File: src/rtl/mem_port_arbiter.sv
// Data-memory port arbiter: speculative loads vs. retired stores, one outstanding
// fixed-latency load, mispredict kill, store aging. Optional perf counters: MEM_ARB_PERF_EN.
module mem_port_arbiter #(
  parameter int LOAD_LAT   = 1,
  parameter int STARVE_MAX = 4,
  parameter int ROB_SIZE   = 16
) (
  input  logic        clk,
  input  logic        reset,
  input  logic        ld_req_valid,
  output logic        ld_req_ready,
  input  logic [31:0] ld_req_addr,
  input  logic [2:0]  ld_req_func3,
  input  logic [6:0]  ld_req_pd,
  input  logic [4:0]  ld_req_rob,
  input  logic        st_req_valid,
  output logic        st_req_ready,
  input  logic [31:0] st_req_addr,
  input  logic [31:0] st_req_data,
  input  logic [2:0]  st_req_func3,
  output logic        mem_en,
  output logic        mem_we,
  output logic [31:0] mem_addr,
  output logic [31:0] mem_wdata,
  output logic [2:0]  mem_func3,
  input  logic [31:0] mem_rdata,
  input  logic        mispredict,
  input  logic [4:0]  mispredict_tag,
  input  logic [4:0]  rob_head,
  output logic        ld_done,
  output logic [6:0]  ld_pd,
  output logic [4:0]  ld_rob,
  output logic [31:0] ld_data,
  output logic        busy,
  output logic [31:0] perf_ld_cnt,
  output logic [31:0] perf_st_cnt,
  output logic [31:0] perf_conf_cnt
);

  typedef enum logic {IDLE, LD_WAIT} state_e;

  state_e      state_q, state_d;
  logic [2:0]  lat_q, lat_d;
  logic [3:0]  starve_q, starve_d;
  logic [6:0]  pd_q, pd_d;
  logic [4:0]  rob_q, rob_d;

  logic ld_cand, st_gnt, ld_gnt, ld_younger, kill, done;

  // Adding a multiple of ROB_SIZE keeps the subtraction non-negative for any 5-bit tags.
  function automatic logic [4:0] age(input logic [4:0] t, input logic [4:0] h);
    return 5'((32'(t) + 32'(32 * ROB_SIZE) - 32'(h)) % 32'(ROB_SIZE));
  endfunction

  assign ld_younger = age(rob_q, rob_head) > age(mispredict_tag, rob_head);
  assign ld_cand    = (state_q == IDLE) && ld_req_valid && !mispredict;
  assign st_gnt     = st_req_valid && (!ld_cand || (starve_q == 4'(STARVE_MAX)));
  assign ld_gnt     = ld_cand && !st_gnt;
  assign kill       = (state_q == LD_WAIT) && mispredict && ld_younger;
  assign done       = (state_q == LD_WAIT) && (lat_q == 3'd0) && !kill;

  always_ff @(posedge clk or posedge reset) begin
    if (reset) begin
      state_q  <= IDLE;
      lat_q    <= 3'd0;
      starve_q <= 4'd0;
      pd_q     <= 7'd0;
      rob_q    <= 5'd0;
    end else begin
      state_q  <= state_d;
      lat_q    <= lat_d;
      starve_q <= starve_d;
      pd_q     <= pd_d;
      rob_q    <= rob_d;
    end
  end

  always_comb begin
    state_d = state_q;
    lat_d   = lat_q;
    pd_d    = pd_q;
    rob_d   = rob_q;
    case (state_q)
      IDLE: begin
        if (ld_gnt) begin
          state_d = LD_WAIT;
          lat_d   = 3'(LOAD_LAT - 1);
          pd_d    = ld_req_pd;
          rob_d   = ld_req_rob;
        end
      end
      LD_WAIT: begin
        if (kill || done) state_d = IDLE;
        else              lat_d   = lat_q - 3'd1;
      end
      default: state_d = IDLE;
    endcase
  end

  always_comb begin
    starve_d = starve_q;
    if (st_gnt)
      starve_d = 4'd0;
    else if (st_req_valid && (starve_q != 4'(STARVE_MAX)))
      starve_d = starve_q + 4'd1;
  end

  // All outputs are forced low while reset is held, independent of the inputs.
  always_comb begin
    ld_req_ready = 1'b0;
    st_req_ready = 1'b0;
    mem_en       = 1'b0;
    mem_we       = 1'b0;
    mem_addr     = 32'd0;
    mem_wdata    = 32'd0;
    mem_func3    = 3'd0;
    ld_done      = 1'b0;
    ld_pd        = 7'd0;
    ld_rob       = 5'd0;
    ld_data      = 32'd0;
    busy         = 1'b0;
    if (!reset) begin
      ld_req_ready = ld_gnt;
      st_req_ready = st_gnt;
      busy         = (state_q == LD_WAIT);
      if (st_gnt) begin
        mem_en    = 1'b1;
        mem_we    = 1'b1;
        mem_addr  = st_req_addr;
        mem_wdata = st_req_data;
        mem_func3 = st_req_func3;
      end else if (ld_gnt) begin
        mem_en    = 1'b1;
        mem_addr  = ld_req_addr;
        mem_func3 = ld_req_func3;
      end
      if (done) begin
        ld_done = 1'b1;
        ld_pd   = pd_q;
        ld_rob  = rob_q;
        ld_data = mem_rdata;
      end
    end
  end

`ifdef MEM_ARB_PERF_EN
  logic [31:0] perf_ld_q, perf_st_q, perf_conf_q;

  always_ff @(posedge clk or posedge reset) begin
    if (reset) begin
      perf_ld_q   <= 32'd0;
      perf_st_q   <= 32'd0;
      perf_conf_q <= 32'd0;
    end else begin
      if (ld_gnt)                       perf_ld_q   <= perf_ld_q + 32'd1;
      if (st_gnt)                       perf_st_q   <= perf_st_q + 32'd1;
      if (ld_req_valid && st_req_valid) perf_conf_q <= perf_conf_q + 32'd1;
    end
  end

  assign perf_ld_cnt   = perf_ld_q;
  assign perf_st_cnt   = perf_st_q;
  assign perf_conf_cnt = perf_conf_q;
`else
  assign perf_ld_cnt   = 32'd0;
  assign perf_st_cnt   = 32'd0;
  assign perf_conf_cnt = 32'd0;
`endif

endmodule
File: config.mk
export PLATFORM = sky130hd
export DESIGN_NAME = mem_port_arbiter
export DESIGN_NICKNAME = d
export VERILOG_FILES = /design/src/rtl/mem_port_arbiter.sv
export SDC_FILE = /design/constraint.sdc
export NUM_CORES = 1
export LEC_CHECK = 0
export ABC_CLOCK_PERIOD_IN_PS = 3700
export CORE_AREA = 2 2 147 149
export DETAILED_ROUTE_END_ITERATION = 8
export DIE_AREA = 0 0 149 151
export PLACE_DENSITY = 0.48
export SYNTH_ARGS = -nofsm -noshare
export SYNTH_HDL_FRONTEND = slang
export SYNTH_SLANG_ARGS = --single-unit
File: constraint.sdc
create_clock -name clk -period 3.7 [get_ports clk]
set_clock_uncertainty 0.05 [all_clocks]
set_input_delay 0.555 -clock clk [delete_from_list [all_inputs] [get_ports clk]]
set_output_delay 0.555 -clock clk [all_outputs]
set_load 0.01 [all_outputs]
# --- Word level (Yosys, flattened, before mapping) ---
# Index checks and enable logic that the tools add are counted.
totals:
  reg_bits: 20
  output_inout_bits: 213
  word_cells: 67
classes:
  n_addsub: 6
  n_lt_le_gt_ge: 1
  eq_ne: 4
  n_mux: 31
  bitwise_logic: 1
  n_reduce_logical: 19
ops:
  columns: ["operator", "n"]
  rows:
  - ["32-bit two-way mux", 7]
  - ["3-bit two-way mux", 5]
  - ["7-bit two-way mux", 2]
  - ["4-bit by 1-bit adder with 4-bit output, second input constant", 3]
  - ["1-bit two-way mux", 11]
  - ["5-bit two-way mux", 2]
  - ["1-bit logical AND", 9]
  - ["4-bit two-way mux", 2]
  - ["4-bit subtractor", 2]
  - ["3-bit one-hot mux with 2 select lines", 1]
  - ["4-bit by 3-bit == test with 1-bit output, second input constant", 1]
  - ["4-bit greater-than comparator", 1]
  - ["1-bit logical NOT", 4]
  - ["2-bit inequality test, second input constant", 2]
  - ["4-bit by 3-bit inequality test with 1-bit output, second input constant", 1]
  - ["2-bit AND reduction", 2]
  - ["3-bit logical NOT", 1]
  - ["3-bit by 1-bit subtractor with 3-bit output, second input constant", 1]
  - ["1-bit logical OR", 2]
  - ["1-bit one-hot mux with 2 select lines", 1]
  - ["2-bit nonzero test", 1]
  - ["1-bit inverter", 1]

# --- Longest topological paths before layout ---
# Gate-level depths: netlist (run 1).
logic_depth:
  ltp_word: 11
  mapped_depth: 12
  ltp_nobuf: 11

# --- Worst setup path before layout (run 1) ---
# OpenSTA, ideal clock, no wires.
synth_path:
  kind: "input to output"
  from: "in rob_head[0]"
  to: "out ld_data[10]"
  arrival_ns: 2.629
  t_required_ns: 3.095
  slack_ns: 0.466
  stages: 9
  n_path_buf: 1
  path_cell_list: "ha_1 > fa_1 > inv_1 > ha_1 > nor2b_1 > o211ai_1 > a21oi_1 > clkbuf_1 > nor3b_1"
synth_between:
  elab_chain_len: 7
synth_rtl:
  columns: ["element", "line", "rtl"]
  rows:
  - ["start: declaration", "29", "input logic [4:0] rob_head,"]
  - ["4-bit subtractor", "52", "return 5'((32'(t) + 32'(32 * ROB_SIZE) - 32'(h)) % 32'(ROB_SIZE));"]
  - ["4-bit greater-than comparator *", "55", "assign ld_younger = age(rob_q, rob_head) > age(mispredict_tag, rob_head);"]
  - ["1-bit logical AND *", "59", "assign kill = (state_q == LD_WAIT) && mispredict && ld_younger;"]
  - ["1-bit logical NOT *", "60", "assign done = (state_q == LD_WAIT) && (lat_q == 3'd0) && !kill;"]
  - ["1-bit logical AND *", "60", null]
  - ["32-bit two-way mux *", "137", "if (done) begin"]
  - ["32-bit two-way mux *", "122", "if (!reset) begin"]
  - ["end: declaration", "33", "output logic [31:0] ld_data,"]
# Mark *: on every way between the ends. The rest lies on a longest branch, timed or not.

# --- Worst setup path in the final report (run 1) ---
layout_path:
  from: "in mispredict_tag[0]"
  to: "out ld_data[1]"
layout_between:
  elab_chain_len: 8
layout_rtl:
  columns: ["element", "line", "rtl"]
  rows:
  - ["start: declaration", "28", "input logic [4:0] mispredict_tag,"]
  - ["4-bit by 1-bit adder with 4-bit output", "52", null]
  - ["4-bit subtractor", "52", null]
  - ["4-bit greater-than comparator", "55", null]
  - ["1-bit logical AND", "59", null]
  - ["1-bit logical NOT", "60", null]
  - ["1-bit logical AND", "60", null]
  - ["32-bit two-way mux", "137", null]
  - ["32-bit two-way mux", "122", null]
# Every way passes these cells.

==> flow_metrics.env, run 1 <==
export IMPL_root_buffer="clkbuf_16"
export IMPL_seqPwrFrac_pct=17.5
export IMPL_dieArea_um2=22500
export IMPL_row_count=53
export IMPL_finalMaxSlewViolations=0
export IMPL_setup_viol=0
export IMPL_synth_cells=347
export IMPL_postLayoutCoreUtil_pct=28.7
export IMPL_layout_drive_gt1_share_pct=20.1
export IMPL_numCtsBuffers=3
export IMPL_worst_setup_path_start_kind="input port"
export IMPL_antenna_found_initial=1
export IMPL_core_area_um2=20800
export IMPL_clock_power_share_pct=13.9
export IMPL_max_freq_mhz=282
export IMPL_dr_pass1_iters=5
export IMPL_setup_slack_ps=155
export IMPL_cts_clk_slew_worst_paths_ps=60
export IMPL_vias_per_cell=3.51
export IMPL_syn_area_um2=2940
export IMPL_path_class="input port to primary output"
export IMPL_ys_seq_elements=20
export IMPL_drc_errors=0
export IMPL_slew_headroom_pct=58.7
export IMPL_grt_overflow_total=0
export IMPL_wl_per_cell_um=14.2
export IMPL_rsz0062_at_grt="false"
export IMPL_io_buffers=275
export IMPL_dpl_hpwl_um=10700
export IMPL_p_sw_mw=0.805
export IMPL_clock_sinks=20
export IMPL_final_cell_mix="clkdlybuf4s50_1, conb_1, a22o_1"
export IMPL_die_w_um=149
export IMPL_postRouteAntennaNets=0
export IMPL_cts_tree="built"
export IMPL_min_period_over_period_pct=95.8
export IMPL_synthToLayoutAreaGrowth_pct=103
export IMPL_nNetsFinal=800
export IMPL_layout_commonest_cell="clkdlybuf4s50_1"
export IMPL_clk_latency_ps=250
export IMPL_min_period_ps=3550
export IMPL_clock_path_buffers=2
export IMPL_placed_area_um2=5700
export IMPL_detail_route_iter0_violations=34
export IMPL_r2r_setup_slack_ps=1150
export IMPL_ys_seq_area_share_pct=17.0
export IMPL_outcome="complete, no violations"
export IMPL_track_usage_pct=10.1
export IMPL_hold_violations=0
export IMPL_htree_levels=1
export IMPL_endpoint_kind="primary output"
export IMPL_finalSetupTns_ps=0
export IMPL_detailedPlace_worstSlack_ps=-566
export IMPL_grt_start_max_net_pins=46
export IMPL_critPathMaxFanout=7
export IMPL_p_leak_nw=2.55
export IMPL_pwr_share_comb_pct=68.6
export IMPL_grt_pass1_wl_um=17500
export IMPL_ys_flop_type="dfrtp_1"
export IMPL_p_int_mw=1.32
export IMPL_design_area_um2=5970
export IMPL_synth_area_per_cell_um2=8.48
export IMPL_tightest_slew_ps=619
export IMPL_synth_warnings=0
export IMPL_drv_cap=0
export IMPL_io_pins=374
export IMPL_initial_core_util_pct=14.1
export IMPL_swShare_pct=37.9
export IMPL_p_per_area_nw_per_um2=356
export IMPL_holdBufCountCts=0
export IMPL_yosysUniqueCellTypes=35
export IMPL_min_path_type="flip-flop to flip-flop"
export IMPL_cp_required_ps=3090
export IMPL_ys_async_sr_fraction_pct=100
export IMPL_dieHeight_um=151
export IMPL_finalWeightedCongestion=0.689
export IMPL_vdd_drop_max_mv=0.241
export IMPL_grt_pass1_vias=3028
export IMPL_worstPathArrival_ps=2940
export IMPL_vias=3152
export IMPL_synth_edf_count=0
export IMPL_wl_um=12700
==> registers in the layout, indices dropped and copies added (netlist names) <==
signal / flops
lat_q: 3
pd_q: 7
rob_q: 5
starve_q: 4
state_q: 1
==> kinds of logic after synthesis <==
logic type | synth area share, %
adder cells (fa/ha/maj) | 7.31
multiplexers | 5.95
AND/OR/NAND/NOR | 22.8
XOR/XNOR | 1.78
buffers and inverters | 30.9
other | 0.127
flip-flops | 17.0
AO/OA/AOI/OAI | 14.2
==> worst max-delay path: stages <==
cell and delay (ps):
clkdlybuf4s15_1 160, inv_1 50, ha_2 160, inv_2 40, fa_1 470, inv_1 60
ha_4 210, nor2b_4 110, o211ai_1 290, a21oi_4 180, buf_6 180, buf_16 140
nor3b_2 160, buf_2 150
==> repair_timing <==
action | 4_1_cts | 5_1_grt
cloned | 4 | 0
setup buffers | 1 | 0
setup endpoints to repair | 45 | 39
gates resized for setup | 215 | 16
pin swaps | 20 | 12
==> Yosys cell counts (2+ instances only) <==
cell type,n,area [µm²]
a21oi_1,6,30.0
nand3_1,2,10.0
buf_6,4,45.0
nand2_1,7,26.3
mux2i_1,4,40.0
a22o_1,35,307
o211ai_1,2,15.0
buf_4,97,728
nor2_1,4,15.0
ha_1,14,175
nor2b_1,3,18.8
buf_2,6,30.0
or2b_1,2,15.0
a21o_1,2,15.0
o22ai_1,2,12.5
nand2b_1,3,18.8
xnor2_1,5,43.8
mux2_2,12,135
and2_1,32,200
fa_1,2,40.0
dfrtp_1,20,500
clkbuf_1,11,41.3
nor3_1,2,10.0
o21ai_2,2,17.5
nor3b_1,42,315
inv_1,17,63.8
==> power groups by stage <==
| stage | sequential (mW) | combinational (mW) | clock (mW) |
|---|---|---|---|
| 3_5_place_dp | 0.375 | 1.27 | 0 |
| 6_report | 0.373 | 1.46 | 0.294 |
| 5_1_grt | 0.382 | 1.59 | 0.318 |
| 3_3_place_gp | 0.376 | 1.28 | 0 |
| 4_1_cts | 0.371 | 1.44 | 0.304 |
| 2_1_floorplan | 0.349 | 0.754 | 0 |
==> layout make-up <==
cell class	count	area, µm²
well taps	275	344
diodes	1	2.50
clock buffers	3	75.1
fillers	2241	14800
repair buffers	294	2850
clock inverters	1	30.0
inverters	17	63.8
multi-input cells	287	2110
flip-flops and latches	20	500
==> final timing paths <==
path	start	to	depth (start not counted)
setup / recovery	mispredict_tag[0]	ld_data[1]	14
hold / removal	lat_q[0]	lat_q[0]	1
setup reg to reg	rob_q[0]	lat_q[1]	11
hold reg to reg	lat_q[0]	lat_q[0]	1
max in group asynchronous	reset	pd_q[5]	3
min in group asynchronous	reset	lat_q[2]	3
==> layer usage <==
layer / GRT usage [%] / vias to the layer above / routed length [µm] / part of all wire (%)
li1: - / 1537 / - / -
met1: 12.1 / 1403 / 5050 / 40
met2: 17.9 / 210 / 6290 / 49
met3: 3.19 / 2 / 1330 / 10
met4: 1.71 / 0 / 53 / 0.42
met5: 0 / - / 0 / 0
==> per-stage QoR <==
stage | hold WS [ps] | power, mW | cells
after global routing | 454 | 2.29 | 897
after floorplan | 395 | 1.10 | 442
after CTS | 440 | 2.11 | 897
after detailed placement | 432 | 1.65 | 888
after global placement | 412 | 1.65 | 888
final | 438 | 2.13 | 898
No activity file was read; power rests on OpenSTA's default activity.
==> inputs of run 2 (changes only) <==
--- a/config.mk
+++ b/config.mk
@@ -7,9 +7,11 @@
 export LEC_CHECK = 0
 export ABC_CLOCK_PERIOD_IN_PS = 3700
 export CORE_AREA = 2 2 147 149
+export CTS_CLUSTER_SIZE = 12
 export DETAILED_ROUTE_END_ITERATION = 8
 export DIE_AREA = 0 0 149 151
 export PLACE_DENSITY = 0.48
+export REMOVE_ABC_BUFFERS = 1
 export SYNTH_ARGS = -nofsm -noshare
 export SYNTH_HDL_FRONTEND = slang
 export SYNTH_SLANG_ARGS = --single-unit
==> run 2 against run 1 <==
Clock-buffer cell count is the same; die area unchanged; worst setup slack worse by 24 ps; combinational power barely moved; utilization down 0.33 points; flip-flop and latch count did not move; critical path depth shrank 2; sequential power is 2% lower; total power is 2.3% lower; wire length grew 5.8%; first-iteration DRC count increased by 21%; hold slack worse by 2.2 ps; largest cell class unchanged; largest power group unchanged.
==> flow_metrics.env, run 2 (same netlist as run 1, synthesis figures left out) <==
export IMPL_cts_tree="built"
export IMPL_postRouteAntennaNets=0
export IMPL_initial_core_util_pct=14.1
export IMPL_dr_pass1_iters=4
export IMPL_largest_registers="pd_q: 7 flops, rob_q: 5 flops, starve_q: 4 flops"
export IMPL_endpoint_kind="primary output"
export IMPL_cp_required_ps=3090
export IMPL_fin_cells=900
export IMPL_core_area_um2=20800
export IMPL_drc_errors=0
export IMPL_grt_pass1_wl_um=17800
export IMPL_holdBufCountCts=0
export IMPL_wl_um=13500
export IMPL_die_w_um=149
export IMPL_htree_levels=1
export IMPL_layout_commonest_cell="clkdlybuf4s50_1"
export IMPL_min_path_type="flip-flop to flip-flop"
export IMPL_tightest_slew_ps=713
export IMPL_io_buffers=275
export IMPL_antenna_found_initial=8
export IMPL_hold_depth=1
export IMPL_top_register="pd_q"
export IMPL_root_buffer="clkbuf_16"
export IMPL_finalWeightedCongestion=0.710
export IMPL_design_area_um2=5910
export IMPL_grt_start_max_net_pins=52
export IMPL_clk_latency_ps=250
export IMPL_nNetsFinal=802
export IMPL_synthToLayoutAreaGrowth_pct=101
export IMPL_slew_headroom_pct=52.5
export IMPL_hold_violations=0
export IMPL_clock_sinks=20
export IMPL_r2r_cells=10
export IMPL_outcome="complete, no violations"
export IMPL_worstPathArrival_ps=2960
export IMPL_finalMaxSlewViolations=0
export IMPL_grt_pass1_vias=2872
export IMPL_vias=3161
export IMPL_vias_per_cell=3.51
export IMPL_io_pins=374
export IMPL_wl_per_cell_um=15.0
export IMPL_setup_viol=0
export IMPL_worst_setup_path_start_kind="input port"
export IMPL_dp_cells=887
export IMPL_numCtsBuffers=3
export IMPL_finalPower_mw=2.08
export IMPL_p_per_area_nw_per_um2=351
export IMPL_vdd_drop_max_mv=0.207
export IMPL_path_class="input port to primary output"
export IMPL_min_period_ps=3570
export IMPL_cts_clk_slew_worst_paths_ps=60
export IMPL_clock_path_buffers=2
export IMPL_dpl_hpwl_um=11200
export IMPL_rsz0062_at_grt="false"
export IMPL_placed_area_um2=5700
export IMPL_dieHeight_um=151
export IMPL_track_usage_pct=10.4
export IMPL_max_freq_mhz=280
export IMPL_layout_drive_gt1_share_pct=21.3
export IMPL_critPathMaxFanout=5
export IMPL_dieArea_um2=22500
export IMPL_drv_cap=0
export IMPL_detail_route_iter0_violations=41
export IMPL_postLayoutCoreUtil_pct=28.4
export IMPL_row_count=53
export IMPL_final_cell_mix="clkdlybuf4s50_1, conb_1, buf_2"
export IMPL_min_period_over_period_pct=96.5
export IMPL_largest_reg_flops=7
export IMPL_p_leak_nw=2.57
export IMPL_finalSetupTns_ps=0
export IMPL_grt_overflow_total=0
run 2: cell types whose count changed in the layout (fill, tap and decap cells not counted), sizes merged:
cell | before | now
buf | 48 | 66
bufinv | 1 | 0
clkbuf | 6 | 3
clkdlybuf4s15 | 16 | 0
clkdlybuf4s50 | 224 | 226
diode | 1 | 2
dlygate4sd2 | 1 | 3
dlymetal6s2s | 2 | 1
run 2: layer usage:
| metal | vias up | share of wire, % | track usage [%] |
|---|---|---|---|
| li1 | 1544 | - | - |
| met1 | 1418 | 40 | 13.2 |
| met2 | 169 | 48 | 16.7 |
| met3 | 16 | 12 | 5.24 |
| met4 | 14 | 0.18 | 0.286 |
| met5 | - | 0.59 | 0 |
run 2: report_power, final:
| group | internal, mW | total (mW) | switching [mW] |
|---|---|---|---|
| logic | 0.793 | 1.48 | 0.689 |
| registers | 0.308 | 0.366 | 0.0588 |
| clock network | 0.143 | 0.228 | 0.0850 |
run 2: metrics by stage:
stage | worst slack, ps | hold slack [ps]
2_1_floorplan | -618 | 395
3_3_place_gp | -558 | 415
3_5_place_dp | -558 | 422
4_1_cts | 17.7 | 435
5_1_grt | 11.1 | 462
6_report | 131 | 436
run 2: timing repair:
item	in CTS	in global routing
setup buffers	6	0
endpoints found under the setup margin	45	45
resized for setup	240	6
pin swaps	12	6
gates cloned	3	0
endpoints found under the hold margin	0	0
run 2: final timing paths:
check | start | end | slack [ps]
min | lat_q[0] | lat_q[0] | 440
max in group asynchronous | reset | pd_q[4] | 2540
min reg2reg | lat_q[0] | lat_q[0] | 440
max | rob_head[0] | ld_data[6] | 130
max reg2reg | rob_q[0] | lat_q[0] | 1110
min in group asynchronous | reset | starve_q[3] | 810
run 2: cell type report:
| cell class | instances | area [µm²] |
|---|---|---|
| Fill cell | 2266 | 14900 |
| Timing Repair Buffer | 296 | 2790 |
| Multi-Input combinational cell | 287 | 2130 |
| Sequential cell | 20 | 500 |
| Tap cell | 275 | 344 |
| Clock buffer | 3 | 75.1 |
| Inverter | 17 | 63.8 |
| Antenna cell | 2 | 5.00 |
run 2: worst max-delay path, cell delays in order:
cell and delay, ps:
dlygate4sd2_1 260, ha_2 210, fa_1 480, inv_1 70
ha_4 230, nor2b_1 120, o211ai_1 290, a21oi_4 130
buf_6 160, buf_16 140, nor3b_2 160, buf_2 160
==> inputs of run 3 (changes only) <==
--- a/config.mk
+++ b/config.mk
@@ -7,6 +7,7 @@
 export LEC_CHECK = 0
 export ABC_CLOCK_PERIOD_IN_PS = 3700
 export CORE_AREA = 2 2 147 149
+export CTS_CLUSTER_DIAMETER = 120
 export CTS_CLUSTER_SIZE = 12
 export DETAILED_ROUTE_END_ITERATION = 8
 export DIE_AREA = 0 0 149 151
==> results of run 3 <==
Same layout as run 2: the final DEF is identical, and so are final timing and power.
